===== src/rtl/wb_data_stage.sv =====
// wb_data_stage: writeback data select, load alignment/extension and registered RF write port.
// Define WB_FWD_EN to add the fwd1_* second-history forwarding registers.
module wb_data_stage #(
    parameter int DATA_W = 32,
    parameter int IMM_W  = 16,
    parameter int PC_INC = 4,
    parameter int CNT_W  = 32
) (
    input  logic              clk,
    input  logic              rst_n,
    input  logic              valid_in,
    input  logic              stall,
    input  logic              flush,
    input  logic [5:0]        op,
    input  logic              reg_write,
    input  logic [4:0]        rd_in,
    input  logic [1:0]        byte_sel,
    input  logic [DATA_W-1:0] dmdout,
    input  logic [DATA_W-1:0] aluout,
    input  logic [DATA_W-1:0] pc,
    input  logic [IMM_W-1:0]  imm,
    output logic              rf_we,
    output logic [4:0]        rf_wa,
    output logic [DATA_W-1:0] rf_wd,
    output logic              misalign_err,
    output logic [CNT_W-1:0]  wr_count
`ifdef WB_FWD_EN
    ,
    output logic              fwd1_we,
    output logic [4:0]        fwd1_wa,
    output logic [DATA_W-1:0] fwd1_wd
`endif
);
    localparam logic [5:0] OP_LUI = 6'h0f;
    localparam logic [5:0] OP_JAL = 6'h03;
    localparam logic [5:0] OP_LW  = 6'h23;
    localparam logic [5:0] OP_LBU = 6'h24;
    localparam logic [5:0] OP_LB  = 6'h20;
    localparam logic [5:0] OP_LHU = 6'h25;
    localparam logic [5:0] OP_LH  = 6'h21;

    logic              rf_we_q, rf_we_d;
    logic [4:0]        rf_wa_q, rf_wa_d;
    logic [DATA_W-1:0] rf_wd_q, rf_wd_d;
    logic              err_q, err_d;
    logic [CNT_W-1:0]  cnt_q, cnt_d;
    logic [31:0]       lo_word;
    logic [7:0]        ld_byte;
    logic [15:0]       ld_half;
    logic [DATA_W-1:0] sel_data;
    logic              misalign;

    // Sub-word loads always index within the low 32-bit word, even for DATA_W=64.
    assign lo_word = dmdout[31:0] >> {byte_sel, 3'b000};
    assign ld_byte = lo_word[7:0];
    assign ld_half = lo_word[15:0];

    assign misalign = (((op == OP_LH) || (op == OP_LHU)) && byte_sel[0]) ||
                      ((op == OP_LW) && (byte_sel != 2'd0));

    always_comb begin
        sel_data = (op == OP_LUI) ? {imm, {(DATA_W-IMM_W){1'b0}}} :
                   (op == OP_JAL) ? pc + DATA_W'(PC_INC) :
                   (op == OP_LW)  ? DATA_W'(dmdout[31:0]) :
                   (op == OP_LBU) ? DATA_W'(ld_byte) :
                   (op == OP_LB)  ? {{(DATA_W-8){ld_byte[7]}}, ld_byte} :
                   (op == OP_LHU) ? DATA_W'(ld_half) :
                   (op == OP_LH)  ? {{(DATA_W-16){ld_half[15]}}, ld_half} :
                                    aluout;
    end

    always_comb begin
        rf_we_d = rf_we_q;
        rf_wa_d = rf_wa_q;
        rf_wd_d = rf_wd_q;
        err_d   = err_q;
        cnt_d   = cnt_q;
        if (!stall) begin
            // The write leaving the stage is counted on the first non-stalled edge it is seen.
            cnt_d = cnt_q + CNT_W'(rf_we_q);
            if (flush) begin
                rf_we_d = 1'b0;
            end else begin
                rf_we_d = valid_in & reg_write & ~misalign & (rd_in != 5'd0);
                rf_wa_d = rd_in;
                rf_wd_d = sel_data;
                err_d   = err_q | (valid_in & misalign);
            end
        end
    end

    always_ff @(posedge clk or negedge rst_n) begin
        if (!rst_n) begin
            rf_we_q <= 1'b0;
            rf_wa_q <= '0;
            rf_wd_q <= '0;
            err_q   <= 1'b0;
            cnt_q   <= '0;
        end else begin
            rf_we_q <= rf_we_d;
            rf_wa_q <= rf_wa_d;
            rf_wd_q <= rf_wd_d;
            err_q   <= err_d;
            cnt_q   <= cnt_d;
        end
    end

    assign rf_we        = rf_we_q;
    assign rf_wa        = rf_wa_q;
    assign rf_wd        = rf_wd_q;
    assign misalign_err = err_q;
    assign wr_count     = cnt_q;

`ifdef WB_FWD_EN
    logic              fwd_we_q;
    logic [4:0]        fwd_wa_q;
    logic [DATA_W-1:0] fwd_wd_q;

    always_ff @(posedge clk or negedge rst_n) begin
        if (!rst_n) begin
            fwd_we_q <= 1'b0;
            fwd_wa_q <= '0;
            fwd_wd_q <= '0;
        end else if (!stall) begin
            fwd_we_q <= rf_we_q;
            fwd_wa_q <= rf_wa_q;
            fwd_wd_q <= rf_wd_q;
        end
    end

    assign fwd1_we = fwd_we_q;
    assign fwd1_wa = fwd_wa_q;
    assign fwd1_wd = fwd_wd_q;
`endif
endmodule


===== config.mk =====
export PLATFORM = sky130hd
export DESIGN_NAME = wb_data_stage
export DESIGN_NICKNAME = d
export VERILOG_FILES = /design/src/rtl/wb_data_stage.sv
export SDC_FILE = /design/constraint.sdc
export NUM_CORES = 1
export LEC_CHECK = 0
export ABC_AREA = 0
export CORE_ASPECT_RATIO = 1.2
export CORE_UTILIZATION = 47
export DETAILED_ROUTE_END_ITERATION = 10
export PLACE_DENSITY = 0.83
export SLEW_MARGIN = 5
export SYNTH_ARGS = -nofsm -noshare
export SYNTH_HDL_FRONTEND = slang
export SYNTH_SLANG_ARGS = --single-unit
export TNS_END_PERCENT = 1

===== constraint.sdc =====
create_clock -name clk -period 4.3 [get_ports clk]
set_clock_uncertainty 0.15 [all_clocks]
set_input_delay 0.86 -clock clk [delete_from_list [all_inputs] [get_ports clk]]
set_output_delay 0.86 -clock clk [all_outputs]
set_load 0.02 [all_outputs]

==> results of run 1 <==
flip-flops by register name, summed over array words and instances (netlist names):
signal        count
wr_count         32
rf_we             1
misalign_err      1
rf_wa             5
rf_wd            32
power by group through the flow:
stage          registers (mW)  logic (mW)  clock network, mW
4_1_cts                 0.784       0.613              0.829
6_report                0.785       0.615              0.823
5_1_grt                 0.793       0.656              0.866
3_5_place_dp            0.795       0.610                  0
2_1_floorplan           0.869       0.175                  0
3_3_place_gp            0.793       0.603                  0
cell usage after synthesis, drive strengths merged, types with 2 or more instances:
cell type / instances
dfrtp: 71
nand2: 67
o21ai: 51
nor2: 50
a21oi: 33
xor2: 31
nand3: 26
xnor2: 25
mux2i: 21
and3: 18
clkbuf: 16
nand4: 15
a221oi: 14
buf: 14
a211oi: 10
o211ai: 10
nor3: 7
o221ai: 7
a21boi: 6
inv: 6
a22o: 5
o22ai: 5
and2: 4
and4: 4
nor2b: 4
ha: 3
mux2: 3
nand2b: 3
nor3b: 3
a31oi: 2
a32o: 2
nor4: 2
or4: 2
worst max-delay path, delay by kind of cell:
family	cells	cell delay, ns
AOI/OAI and AO/OA	3	1.16
muxes	2	0.56
buffers and inverters	1	0.91
area by class of cell:
type	count	share of cell area (%)
multi-input cells	448	40.1
repair buffers	212	28.6
flip-flops and latches	71	24.3
clock buffers	9	3.09
well taps	126	2.16
clock inverters	7	1.41
inverters	6	0.309
per-stage QoR:
| step | hold slack [ns] | power, mW | std cells | instance area, sq um | setup WS [ns] |
|---|---|---|---|---|---|
| 2_1_floorplan | 0.414 | 1.04 | 555 | 4870 | 1.86 |
| 3_3_place_gp | 0.304 | 1.40 | 863 | 6970 | 0.701 |
| 3_5_place_dp | 0.310 | 1.41 | 863 | 6970 | 0.601 |
| 4_1_cts | 0.319 | 2.23 | 879 | 7300 | 0.954 |
| 5_1_grt | 0.353 | 2.31 | 879 | 7300 | 0.750 |
| 6_report | 0.319 | 2.22 | 879 | 7300 | 0.896 |
cell families (layout without fill, tap and decap cells):
kind of cell             after synthesis  after routing  synth area share (%)
AND/OR/NAND/NOR                      211            211                  23.2
AO/OA/AOI/OAI                        154            154                  21.0
flip-flops                            71             71                  36.5
XOR/XNOR                              56             56                  10.1
buffers and inverters                 36            234                  3.54
multiplexers                          24             24                  5.01
adder cells (fa/ha/maj)                3              3                 0.770
per-layer routing:
metal,track usage [%],wire length (um),vias up
met1,41.2,7090,2540
met5,0,0,-
met4,19.6,964,0
met2,59.0,8950,304
li1,-,-,2424
met3,6.07,1150,66
worst max-delay path by stage:
stage	startpoint	endpoint	slack, ns	depth (start not counted)
4_1_cts	byte_sel[1]	rf_wd[22]$_DFFE_PN0P_	0.95	6
3_3_place_gp	op[0]	rf_wd[7]$_DFFE_PN0P_	0.70	7
2_1_floorplan	op[2]	rf_wd[23]$_DFFE_PN0P_	1.86	8
5_1_grt	byte_sel[1]	rf_wd[22]$_DFFE_PN0P_	0.75	6
6_report	byte_sel[1]	rf_wd[22]$_DFFE_PN0P_	0.90	6
3_5_place_dp	byte_sel[1]	rf_wd[22]$_DFFE_PN0P_	0.60	6
==> flow_summary_export.csv, run 1 <==
group,metric,value,unit
timing,hold_viol_final,0,
layout,fill_cells,759,
layout,layout_common_cells,"clkdlybuf4s50_1, dfrtp_1, nand2_1, nor2_1, o21ai_0",
timing,slew_violations,0,
worst_setup_path,worstPathRequired,4.40,ns
clock_tree,cts-root-buf,"clkbuf_16",
timing,finalCritPeriodShare,79.2,%
power_and_ir_drop,p_int,1.56,mW
global_routing,grt_pass1_wl,28000,um
run,drv_cap,0,
synthesis,syn-num-nets,689,
synthesis,synth_top_flop_cell,"dfrtp_1",
clock_tree,path_clk_slew,0.06,ns
worst_setup_path,r2r-end,"wr_count[26]$_DFFE_PN0N_",
die,start_util,48.4,%
routing,routedWlPerCell,20.7,um
routing,avgViaCountPerCell,6.07,
worst_hold_path,min_path_cells,1,
synthesis,yosysSeqAreaShare,36.5,%
global_routing,grt-ovfl-total,0,
power_and_ir_drop,p_leak,3.05,nW
synthesis,synth_area_leader_cell,"dfrtp_1",
synthesis,postSynthCellCount,555,
power_and_ir_drop,p_sw,0.659,mW
die,die_x,95.0,um
clock_tree,ctsResizeCount,0,
worst_setup_path,crit_arrival,3.50,ns
worst_hold_path,hp-start,"misalign_err$_DFFE_PN0P_",
timing,grt_setup_unrepaired,"false",
clock_tree,clock_latency,0.33,ns
layout,multi_input_comb_area,2920,sq um
synthesis,ys_types,65,
layout,final_util,72.5,%
power_and_ir_drop,clkPwrFrac,37.0,%
layout,area_growth,49.8,%
worst_setup_path,crit_path_top_delay_cell,"clkdlybuf4s50_1",
layout,num-nets-final,882,
die,die_y,114,um
synthesis,yosys_warnings,0,
timing,fin_crit,3.40,ns
layout,drive_above_1_share,7.04,%
die,rows,40,
global_routing,antenna_found_initial,0,
clock_tree,cts.sinks,71,
clock_tree,post_cts_buffers,0,
global_routing,grt_use_total,34.8,%
die,io_pins,202,
placement,gp_congestion,0.985,
worst_setup_path,r2r_setup_slack,2.01,ns
routing,drt_wl_total,18200,um
worst_setup_path,critPathMaxStageDelay,0.91,ns
worst_setup_path,end_kind,"flip-flop",
power_and_ir_drop,seq_power_share,35.3,%
layout,final_common_cell,"clkdlybuf4s50_1",
worst_setup_path,crit_chain,"clkdlybuf4s50_1, mux2i_1, mux2_2, a311oi_4, a221oi_1, o211ai_1",
worst_setup_path,r2r_cells,8,
clock_tree,cts_tree,"yes",
routing,drtIter0Drc,315,
worst_setup_path,crit_type,"in -> reg",
power_and_ir_drop,sw_frac_of_total,29.6,%
synthesis,syn-cell-area,4870,sq um
layout,num_antenna_cells,0,
power_and_ir_drop,power_density,305,nW/um^2
timing,setup_viol,0,
routing,via_count,5334,
die,dieArea,10800,sq um
clock_tree,ctsHoldBuffers,0,
global_routing,grt_pass1_vias,5414,
die,core_area,10100,sq um
timing,slew_headroom,45.3,%
worst_hold_path,worstHoldEndpoint,"misalign_err$_DFFE_PN0P_",
synthesis,synth_edf_count,0,
timing,fin_setup_tns,0,ns
worst_setup_path,worstPathMaxFanout,15,
timing,clock.fmax,0.294,GHz
routing,ant_nets,0,
synthesis,synthDominantCellAreaShare,36.5,%
power_and_ir_drop,ir_drop,0.157,mV
clock_tree,cts_made_buffers,9,
synthesis,ys_top_cells_by_area,"dfrtp_1, xor2_1, nand2_1",
global_routing,grt_max_degree,38,
routing,drc,0,
worst_hold_path,min_path_type,"reg -> reg",
power_and_ir_drop,p_comb_share,27.7,%
status,outcome,"finished clean",
placement,port_buffers,201,
clock_tree,ctsLongestPathBuffers,2,
clock_tree,cts_max_level,3,
timing,tightest_slew,0.810,ns
placement,hpwl,14300,um
synthesis,async_flop_share,100,%
worst_setup_path,critical_path.startpoint_type,"input pin",
synthesis,ys_seq_elements,71,
synthesis,synth_area_per_cell,8.78,sq um
layout,ff_latch_area,1780,sq um
routing,first_pass_iters,6,
worst_setup_path,r2r-start,"wr_count[0]$_DFFE_PN0N_",
No activity file was read; power rests on OpenSTA's default activity.
==> inputs of run 2 (changes only) <==
--- a/config.mk
+++ b/config.mk
@@ -7,9 +7,9 @@
 export LEC_CHECK = 0
 export ABC_AREA = 0
 export CORE_ASPECT_RATIO = 1.2
-export CORE_UTILIZATION = 47
+export CORE_UTILIZATION = 40
 export DETAILED_ROUTE_END_ITERATION = 10
-export PLACE_DENSITY = 0.83
+export PLACE_DENSITY = 0.75
 export SLEW_MARGIN = 5
 export SYNTH_ARGS = -nofsm -noshare
 export SYNTH_HDL_FRONTEND = slang
==> constraint.sdc (replaced) <==
create_clock -name clk -period 3.05 [get_ports clk]
set_clock_uncertainty 0.15 [all_clocks]
set_input_delay 0.61 -clock clk [delete_from_list [all_inputs] [get_ports clk]]
set_output_delay 0.61 -clock clk [all_outputs]
set_load 0.02 [all_outputs]
==> flow_summary_export.csv, run 2 (same netlist as run 1, synthesis figures left out) <==
group,metric,value,unit
power_and_ir_drop,p_leak,3.18,nW
timing,hold_viol_final,0,
routing,via_count,5364,
worst_setup_path,worstPathRequired,3.14,ns
timing,fin_setup_tns,0,ns
layout,fill_cells,992,
layout,num-nets-final,907,
worst_setup_path,r2r_setup_slack,0.82,ns
global_routing,antenna_found_initial,0,
placement,gp_congestion,0.960,
clock_tree,cts_made_buffers,9,
routing,drtIter0Drc,369,
worst_setup_path,crit_type,"in -> reg",
clock_tree,path_clk_slew,0.06,ns
layout,finalInstanceArea,7570,sq um
clock_tree,cts_tree,"yes",
timing,finalCritPeriodShare,90.6,%
power_and_ir_drop,ir_drop,0.272,mV
routing,avgViaCountPerCell,5.74,
global_routing,grt_pass1_vias,5423,
worst_setup_path,crit_arrival,2.86,ns
placement,placed_cells,919,
clock_tree,ctsResizeCount,0,
global_routing,grt_pass1_wl,28400,um
power_and_ir_drop,power.total,3.18,mW
layout,fin_cells,935,
timing,setup_viol,0,
layout,final_util,64.5,%
layout,area_growth,55.3,%
die,die_y,123,um
worst_setup_path,critical_path.startpoint_type,"input pin",
global_routing,grt_use_total,30.4,%
placement,hpwl,15300,um
timing,tightest_slew,0.755,ns
timing,slew_headroom,49.7,%
routing,ant_nets,0,
layout,layout_common_cells,"clkdlybuf4s50_1, dfrtp_1, nand2_1, nor2_1, o21ai_0",
worst_setup_path,end_kind,"flip-flop",
clock_tree,post_cts_buffers,0,
clock_tree,cts.sinks,71,
placement,port_buffers,201,
die,start_util,41.6,%
timing,grt_setup_unrepaired,"false",
timing,slew_violations,0,
layout,drive_above_1_share,10.0,%
clock_tree,ctsHoldBuffers,0,
die,rows,43,
status,outcome,"finished clean",
die,io_pins,202,
layout,num_antenna_cells,0,
routing,drc,0,
routing,drt_wl_total,18900,um
die,die_x,103,um
clock_tree,cts_max_level,3,
timing,clock.fmax,0.362,GHz
clock_tree,clock_latency,0.33,ns
die,dieArea,12600,sq um
global_routing,grt-ovfl-total,0,
global_routing,grt_max_degree,38,
clock_tree,ctsLongestPathBuffers,2,
placement,dpl-instance-area,7230,sq um
worst_setup_path,worstPathMaxFanout,15,
routing,routedWlPerCell,20.2,um
worst_hold_path,min_path_type,"in -> async",
power_and_ir_drop,power_density,420,nW/um^2
layout,final_common_cell,"clkdlybuf4s50_1",
die,core_area,11700,sq um
routing,first_pass_iters,5,
run,drv_cap,0,
clock_tree,cts-root-buf,"clkbuf_16",
timing,fin_crit,2.76,ns
[run 2: changes by cell type in the layout (fill, tap and decap cells not counted), sizes merged]
cell      before  now
clkbuf         9   10
buf           12   37
clkinvlp       1    2
inv            9    7
[run 2: final timing paths]
path                                                 end                      from  cells after the start
worst max-delay path               rf_wd[23]$_DFFE_PN0P_               byte_sel[1]                      6
worst min-delay path                   rf_we$_DFFE_PN0N_                     rst_n                      1
worst min register to register  misalign_err$_DFFE_PN0P_  misalign_err$_DFFE_PN0P_                      1
worst max register to register  wr_count[26]$_DFFE_PN0N_         rf_we$_DFFE_PN0N_                      8
min in group clk                misalign_err$_DFFE_PN0P_  misalign_err$_DFFE_PN0P_                      1
max in group asynchronous       wr_count[19]$_DFFE_PN0N_                     rst_n                      2
[run 2: layout make-up]
| cell class | instances | area (sq um) | area share, % |
|---|---|---|---|
| Multi-Input combinational cell | 448 | 2920 | 38.6 |
| Timing Repair Buffer | 237 | 2310 | 30.6 |
| Sequential cell | 71 | 1780 | 23.5 |
| Clock buffer | 10 | 239 | 3.16 |
| Tap cell | 157 | 196 | 2.60 |
| Clock inverter | 6 | 92.6 | 1.22 |
| Inverter | 6 | 22.5 | 0.298 |
[run 2: through the flow]
step / setup WS [ns] / hold slack (ns)
floorplan: 0.858 / 0.164
global placement: 0.0660 / 0.300
detailed placement: -0.00240 / 0.303
CTS: 0.340 / 0.199
global route: 0.167 / 0.235
finish: 0.287 / 0.182
[run 2: power breakdown]
group | internal, mW | total, mW | switching, mW
registers | 1.04 | 1.11 | 0.0763
logic | 0.463 | 0.893 | 0.430
clock network | 0.743 | 1.17 | 0.431
[run 2: worst max-delay path: stages]
cell and delay, ns:
clkdlybuf4s50_1 0.62, mux2i_1 0.14, mux2_2 0.34, a311oi_4 0.72
a221oi_1 0.19, o211ai_1 0.23
[run 2: layer usage]
layer | GRT usage (%) | vias to the layer above | wire length (um)
met5 | 0 | - | 0
met1 | 36.4 | 2535 | 7390
li1 | - | 2470 | -
met2 | 52.6 | 310 | 9240
met3 | 4.92 | 49 | 1410
met4 | 14.9 | 0 | 850
==> variant (settings of run 2) <==
Build with the macro `WB_FWD_EN` defined.
--- a/src/rtl/wb_data_stage.sv
+++ b/src/rtl/wb_data_stage.sv
@@ -1,5 +1,7 @@
 // wb_data_stage: writeback data select, load alignment/extension and registered RF write port.
 // Define WB_FWD_EN to add the fwd1_* second-history forwarding registers.
+`define WB_FWD_EN
+
 module wb_data_stage #(
     parameter int DATA_W = 32,
     parameter int IMM_W  = 16,
Function (old outputs only; new: fwd1_wa, fwd1_wd and fwd1_we): kept (equiv_simple and equiv_induct, registers matched by name and starting in step).
==> variant against run 2 <==
  * Total power grew 35%
  * Design area rose by 24%
  * Synthesized cell count up 18%
  * Sequential cell count rose by 38
  * Synthesized area up 28%
  * Routed wire length up 16%
  * Global-route usage down 2.4 points
  * Worst setup slack better by 0.0054 ns
  * Largest cell class unchanged
  * Largest power group is now registers
==> variant: results (changes against run 2) <==
[power_and_ir_drop]
p_total_uw=4300  ; +35%
p_seq_share_pct=41.4  ; +6.4 points
p_int_uw=2910  ; +30%
ir_drop_mv=0.237  ; -13%
leakage_uw=0.00389  ; +23%
powerDensity_nw_per_um2=458  ; +9.0%
p_clk_uw=1210  ; +3%

[finish]
nFillCells=1271  ; +28%
stdcell_count=1120  ; +20%
nets=1044  ; +15%

[synth]
synth-adder-area-share_pct=0.602  ; -0.17 points
synthMuxAreaShare_pct=10.2  ; +5.2 points
synth_fp_nets=788  ; +14%
synth_area_leaders=dfrtp_1 44%, mux2_2 7.4%, nand2_1 5.5%
yosysSeqAreaShare_pct=43.7  ; +7.3 points
synth-xor-area-share_pct=7.86  ; -2.2 points
synth_common_cells=109 x dfrtp_1, 92 x nand2_1, 41 x mux2_2
synth-compound-area-share_pct=16.4  ; -4.6 points
synth_area_per_cell_um2=9.54  ; +8.7%
post_synth_num_cell_types=61  ; -6.2%
synth_warnings=0  ; unchanged

[cts]
path_clk_slew_ns=0.08  ; +0.02 ns
cts_max_level=3  ; unchanged
clk_latency_ns=0.35  ; +0.02 ns

[critical_path]
ff2ff_path_depth=7  ; -1
crit_arrival_ns=2.82  ; -0.04 ns
rrSetupSlack_ns=0.75  ; -0.07 ns
critPathSlowestCell=mux4_2
r2r_end=wr_count[15]$_DFFE_PN0N_
path_max_fanout=11  ; -4

[place]
pre_cts_ws_ns=-0.0450  ; -0.0426 ns
globalplace.congestion=0.964  ; +0.42%
dpl_cell_area_um2=9070  ; +25%
dp_hpwl_um=17600  ; +15%
numPortBuffers=239  ; +19%

[global_route]
grt_pass1_vias=6034  ; +11%
antenna_found_initial=1  ; +1
met1_usage_pct=35.7  ; -0.72 points
met2_usage_pct=45.1  ; -7.5 points
grt_pass1_wl_um=34200  ; +20%
grtUsageTotal_pct=28.0  ; -2.4 points
grt_max_degree=63  ; +66%

[route]
dr_wl_met2_um=10400  ; +13%
routedWlPerCell_um=19.5  ; -3.4%
drt-met1-wl_um=8740  ; +18%

[outcome]
outcome=finished, final reports clean

[sta]
slew_headroom_pct=43.6  ; -6.1 points
worst_hold_slack_ns=0.00997  ; -0.172 ns

-- variant: worst max path at each step --
stage	start	end	slack, ns	depth (start not counted)
5_1_grt	byte_sel[1]	rf_wd[26]$_DFFE_PN0P_	0.16	7
3_3_place_gp	byte_sel[1]	rf_wd[11]$_DFFE_PN0P_	-0.03	6
4_1_cts	byte_sel[1]	rf_wd[11]$_DFFE_PN0P_	0.33	6
6_report	byte_sel[1]	rf_wd[11]$_DFFE_PN0P_	0.29	6
2_1_floorplan	byte_sel[1]	rf_wd[10]$_DFFE_PN0P_	0.53	7
3_5_place_dp	byte_sel[1]	rf_wd[11]$_DFFE_PN0P_	-0.05	6
-- variant: final cells by class --
cell class	count	area share (%)
Antenna cell	1	0.0267
Clock buffer	9	2.40
Clock inverter	7	0.947
Inverter	4	0.160
Multi-Input combinational cell	507	35.8
Sequential cell	109	29.1
Tap cell	204	2.72
Timing Repair Buffer	279	28.9
